<file path="src/rtl/prog_sequencer.sv">
// Purpose: launch/completion controller upstream of the PC; loads per-program bases, gates the core, detects halt.
// Latency: PcLoad/PcTarget/CoreEn are combinational; Done/Timeout/ProgIdx/CycleCount update one edge after the event.
// Backpressure: none; holding Start high keeps the next program armed with the PC parked at its base.
//
// Ports:
//   Clk, Reset (async active-low), Start    - control inputs
//   Pc, Instr                               - current PC value and the instruction fetched there
//   PcLoad, PcTarget                        - absolute-jump request into the PC (target is 0 when idle)
//   CoreEn                                  - core state-update enable, high only while running
//   Done, Timeout, ProgIdx, CycleCount      - registered status
// Optional feature: define SEQ_TIMEOUT_EN to enable the cycle-count watchdog (TIMEOUT); otherwise Timeout is 0.

module prog_sequencer #(
  parameter int unsigned    L       = 10,
  parameter int unsigned    W       = 9,
  parameter int unsigned    NPROG   = 3,
  parameter int unsigned    BASE0   = 50,
  parameter int unsigned    BASE1   = 150,
  parameter int unsigned    BASE2   = 250,
  parameter int unsigned    BASE3   = 0,
  parameter logic [W-1:0]   HALT_OP = 9'h1FF,
  parameter logic [15:0]    TIMEOUT = 16'd4000
) (
  input  logic          Clk,
  input  logic          Reset,
  input  logic          Start,
  input  logic [L-1:0]  Pc,
  input  logic [W-1:0]  Instr,
  output logic          PcLoad,
  output logic [L-1:0]  PcTarget,
  output logic          CoreEn,
  output logic          Done,
  output logic          Timeout,
  output logic [1:0]    ProgIdx,
  output logic [15:0]   CycleCount
);

  typedef enum logic [1:0] {IDLE, ARMED, RUN, DONE} state_t;

  localparam logic [1:0] LAST_IDX = 2'(NPROG - 1);

  state_t state_q;
  state_t state_d;
  logic   halt;
  logic   wd_hit;

  assign halt = (Instr == HALT_OP);

`ifdef SEQ_TIMEOUT_EN
  // Fires on the edge where the count would reach TIMEOUT, so the final
  // CycleCount equals TIMEOUT.
  assign wd_hit = (CycleCount == (TIMEOUT - 16'd1));
`else
  logic unused_timeout;
  assign wd_hit         = 1'b0;
  assign unused_timeout = ^TIMEOUT;
`endif

  // Unused indices decode to 0 even though ProgIdx never reaches them.
  function automatic logic [L-1:0] base_of(input logic [1:0] idx);
    logic [L-1:0] b;
    b = '0;
    if (32'(idx) < NPROG) begin
      case (idx)
        2'd0:    b = L'(BASE0);
        2'd1:    b = L'(BASE1);
        2'd2:    b = L'(BASE2);
        default: b = L'(BASE3);
      endcase
    end
    return b;
  endfunction

  always_ff @(posedge Clk or negedge Reset) begin
    if (!Reset) begin
      state_q <= IDLE;
    end else begin
      state_q <= state_d;
    end
  end

  always_comb begin
    state_d  = state_q;
    PcLoad   = 1'b0;
    PcTarget = '0;
    CoreEn   = 1'b0;
    case (state_q)
      IDLE: begin
        if (Start) state_d = ARMED;
      end
      ARMED: begin
        // Re-load the base every cycle so the PC is parked until Start drops.
        PcLoad   = 1'b1;
        PcTarget = base_of(ProgIdx);
        if (!Start) state_d = RUN;
      end
      RUN: begin
        CoreEn = 1'b1;
        // Halt beats the watchdog and an abort request in the same cycle.
        if (halt) begin
          PcLoad   = 1'b1;
          PcTarget = Pc;
          state_d  = DONE;
        end else if (wd_hit) begin
          state_d = DONE;
        end else if (Start) begin
          state_d = ARMED;
        end
      end
      DONE: begin
        PcLoad   = 1'b1;
        PcTarget = Pc;
        if (Start) state_d = ARMED;
      end
      default: state_d = IDLE;
    endcase
  end

  always_ff @(posedge Clk or negedge Reset) begin
    if (!Reset) begin
      Done       <= 1'b0;
      ProgIdx    <= 2'd0;
      CycleCount <= 16'd0;
    end else begin
      if (state_q == ARMED && state_d == RUN) begin
        CycleCount <= 16'd0;
      end else if (state_q == RUN && CycleCount != 16'hFFFF) begin
        CycleCount <= CycleCount + 16'd1;
      end

      if (state_q == RUN && state_d == DONE) begin
        Done    <= 1'b1;
        ProgIdx <= (ProgIdx == LAST_IDX) ? 2'd0 : ProgIdx + 2'd1;
      end else if (state_q == DONE && state_d == ARMED) begin
        Done <= 1'b0;
      end
    end
  end

`ifdef SEQ_TIMEOUT_EN
  always_ff @(posedge Clk or negedge Reset) begin
    if (!Reset) begin
      Timeout <= 1'b0;
    end else if (state_q == RUN && state_d == DONE) begin
      Timeout <= !halt;
    end else if (state_q == DONE && state_d == ARMED) begin
      Timeout <= 1'b0;
    end
  end
`else
  assign Timeout = 1'b0;
`endif

endmodule

</file>
<file path="config.mk">
export PLATFORM = sky130hd
export DESIGN_NAME = prog_sequencer
export DESIGN_NICKNAME = d
export VERILOG_FILES = /design/src/rtl/prog_sequencer.sv
export SDC_FILE = /design/constraint.sdc
export NUM_CORES = 1
export LEC_CHECK = 0
export ABC_AREA = 1
export ABC_CLOCK_PERIOD_IN_PS = 1600
export CORE_ASPECT_RATIO = 1.2
export CORE_MARGIN = 5
export CORE_UTILIZATION = 42
export CTS_CLUSTER_SIZE = 24
export DETAILED_ROUTE_END_ITERATION = 7
export GPL_TIMING_DRIVEN = 0
export PLACE_DENSITY_LB_ADDON = 0.1
export SYNTH_ARGS = -nofsm -noshare
export SYNTH_HDL_FRONTEND = slang
export SYNTH_SLANG_ARGS = --single-unit
</file>
<file path="constraint.sdc">
create_clock -name Clk -period 1.6 [get_ports Clk]
set_clock_uncertainty 0.2 [all_clocks]
set_input_delay 0.32 -clock Clk [delete_from_list [all_inputs] [get_ports Clk]]
set_output_delay 0.32 -clock Clk [all_outputs]
set_load 0.1 [all_outputs]
</file>
==> flow_summary.ini <==
[status]
status = complete, but fails checks
failed_checks = negative hold slack, negative setup slack

[logic_synthesis]
post_synth_instance_area_sq_mm = 0.00165
ys_seq_area_frac = 0.319
yosys_register_bits = 21
synth-edff-count = 0
synthDominantCellAreaShare = 0.319
synthDistinctLibCells = 29
syn-num-nets = 274
synth-warning-count = 0
postSynth.asyncResetShare = 1.00
yosys.area.top_type = sky130_fd_sc_hd__dfrtp_1
post_synth.cell_area_avg_sq_um = 6.84
ys_top_cells_by_area = sky130_fd_sc_hd__dfrtp_1 32%, sky130_fd_sc_hd__nand2_1 20%, sky130_fd_sc_hd__ha_1 8.4%
ys_dominant_reg_cell = sky130_fd_sc_hd__dfrtp_1
syn-instance-count = 241

[cells_and_area]
layout_common_cells = 64 x sky130_fd_sc_hd__nand2_1, 32 x sky130_fd_sc_hd__buf_4, 22 x sky130_fd_sc_hd__nor2_1, 20 x sky130_fd_sc_hd__clkdlybuf4s50_1
layout_commonest_cell = sky130_fd_sc_hd__nand2_1
fillers = 263
num_antenna_cells = 0
syn2layout_area_growth_pct = 87.8
finish.net_count = 359
postLayoutCellArea_sq_mm = 0.00309
drive_gt1_frac = 0.477

[timing]
final_period_minus_worst_setup_slack_ps = 2280
report.final.hold_viol_count = 3
setup_tns_ps = -11790
setup_viol = 33
slew_violations = 0
max_slew.worst_pin.slew_ps = 967
min_period_over_period = 1.42
holdWs_ps = -0.475
clock.fmax_mhz = 439
setup_slack_ps = -678
setup_repair_after_global_routing_missed_its_margin = yes
relSlewSlack = 0.354

[cts]
cts_hold_repair.buffers = 0
cts.htree.levels = 1
clock_tree_from_tritoncts = yes
cts_buffers = 3
worst_skew_pair.late_latency_ps = 260
clkTransAtPathRegs_ps = 80
ctsRootBufferMaster = sky130_fd_sc_hd__clkbuf_8
clock-sinks = 21
clock_tree.buffer_depth = 2

[placed_design]
gp_congestion = 0.886
port_buffers = 52
dp.final_hpwl_um = 3340
place_area_sq_mm = 0.00245

[global_route]
initial_antenna_violation_count = 0
pin_count_of_the_biggest_net_entering_global_routing = 22
grt_first_pass_wirelength_um = 9540
globalRoute.totalOverflow = 0
track_usage = 0.232
first_global_vias = 1970
top_usage_layer = met2
grtUsageMet3 = 0.0358
gr-usage-met2 = 0.441
gr-usage-met1 = 0.251

[critical_path]
critical_path.startpoint = state_q[0]
regToRegEndpoint = ProgIdx[0]
worstSetupEndpointType = output port
reg2reg_slack_ps = -320
maximum_fanout_encountered_on_the_critical_timing_path = 4
worst_r2r_startpoint = state_q[0]
r2r_cells = 11
crit_path_start_kind = flip-flop
worst-endpoint-required_ps = 1080
arrival_ps = 1760
worstSetupPathType = flip-flop to output port

[floorplanning]
dieHeight_um = 78.6
fp.dieArea_sq_mm = 0.00528
rows = 25
die_width_um = 67.2
start_util = 0.425
fp.coreArea_sq_mm = 0.00388
floorplan.io_pins = 54

[job]
max-cap-violations = 0

[detailed_routing]
antenna_left = 0
per_cell_routed_wire_length_um = 16.2
drc = 0
postRouteWirelength_um = 6150
vias = 1958
avg_vias_per_cell = 5.17
drt_iter0_markers = 76
drt_pass1_iterations = 4

[hold_path]
hold_path.class = input pin to async pin

[pwr]
power.static_leakage_nw = 1.36
worst_ir_drop_vdd_mv = 1.55
power-per-cell-area_mw_per_mm2 = 2360
[repair_timing]
action | 4_1_cts | 5_1_grt
endpoints found under the setup margin | 52 | 55
setup buffers | 23 | 5
cloned | 2 | 0
resized for setup | 271 | 19
pin swaps | 15 | 12
[registers in the layout, indices dropped and copies added, names as in the netlist]
name / cells
ProgIdx: 2
Done: 1
CycleCount: 16
state_q: 2
[cell families (layout without fill, tap and decap cells)]
| logic type | Yosys count | in the layout | synth area share |
|---|---|---|---|
| compound gates | 17 | 17 | 0.0736 |
| flops | 21 | 21 | 0.319 |
| xor+xnor | 5 | 5 | 0.0266 |
| simple gates | 158 | 158 | 0.415 |
| buf+inv | 28 | 112 | 0.0805 |
| fa+ha+maj | 11 | 11 | 0.0835 |
| other cells | 1 | 1 | 0.00228 |
[worst max-delay path, cell delays in order (launching register included)]
cell,delay [ps]
sky130_fd_sc_hd__dfrtp_1,380
sky130_fd_sc_hd__inv_2,80
sky130_fd_sc_hd__buf_12,130
sky130_fd_sc_hd__ha_4,170
sky130_fd_sc_hd__clkinv_4,60
sky130_fd_sc_hd__nand3b_1,230
sky130_fd_sc_hd__o21ai_4,240
sky130_fd_sc_hd__buf_12,190
[how the worst max path moves through the flow]
stage                   to  cells past startpoint
2_1_floorplan  PcTarget[0]                      8
3_3_place_gp   PcTarget[2]                      8
3_5_place_dp   PcTarget[5]                      8
4_1_cts        PcTarget[5]                      6
5_1_grt        PcTarget[5]                      7
6_report       PcTarget[5]                      7
[Yosys cell counts, types with 2 or more instances]
master	n
sky130_fd_sc_hd__ha_1	11
sky130_fd_sc_hd__o21bai_1	6
sky130_fd_sc_hd__nand3_1	18
sky130_fd_sc_hd__a21oi_1	4
sky130_fd_sc_hd__o21ai_0	4
sky130_fd_sc_hd__xor2_1	4
sky130_fd_sc_hd__buf_2	2
sky130_fd_sc_hd__dfrtp_1	21
sky130_fd_sc_hd__nand2_2	2
sky130_fd_sc_hd__nor2_1	31
sky130_fd_sc_hd__a22oi_1	2
sky130_fd_sc_hd__nand4_1	13
sky130_fd_sc_hd__nand2_1	87
sky130_fd_sc_hd__inv_1	21
[metrics by stage]
stage	util	worst slack, ps	power, W	std cells
after floorplan	-	-757	0.00420	241
after global placement	0.633	-1530	0.00502	347
after detailed placement	0.633	-1570	0.00504	347
after CTS	0.771	-592	0.00683	376
after global routing	0.798	-717	0.00759	379
final	0.798	-678	0.00731	379
[area by class of cell]
cell class                 instances  area, sq um  area share
clock inverter                     1         5.00     0.00162
multi-input combinational        192         1310       0.423
sequential                        21          577       0.186
inverter                          23          106      0.0344
tap                               54         67.6      0.0218
clock buffer                       3         41.3      0.0133
buffer                             4         52.6      0.0170
timing repair buffer              81          936       0.302
[where the power goes]
| part | leakage, nW | switching (W) | internal [W] |
|---|---|---|---|
| Clock | 0.0255 | 0.000183 | 0.000174 |
| Sequential | 0.250 | 0.000226 | 0.000747 |
| Combinational | 1.08 | 0.00371 | 0.00227 |
| Total | 1.36 | 0.00412 | 0.00319 |
[per-layer routing]
| metal | vias to the layer above | share of wire |
|---|---|---|
| met3 | 20 | 0.063 |
| met2 | 78 | 0.54 |
| met1 | 916 | 0.36 |
| met5 | - | 0 |
| li1 | 944 | - |
| met4 | 0 | 0.041 |
No activity file was read; power rests on OpenSTA's default activity.
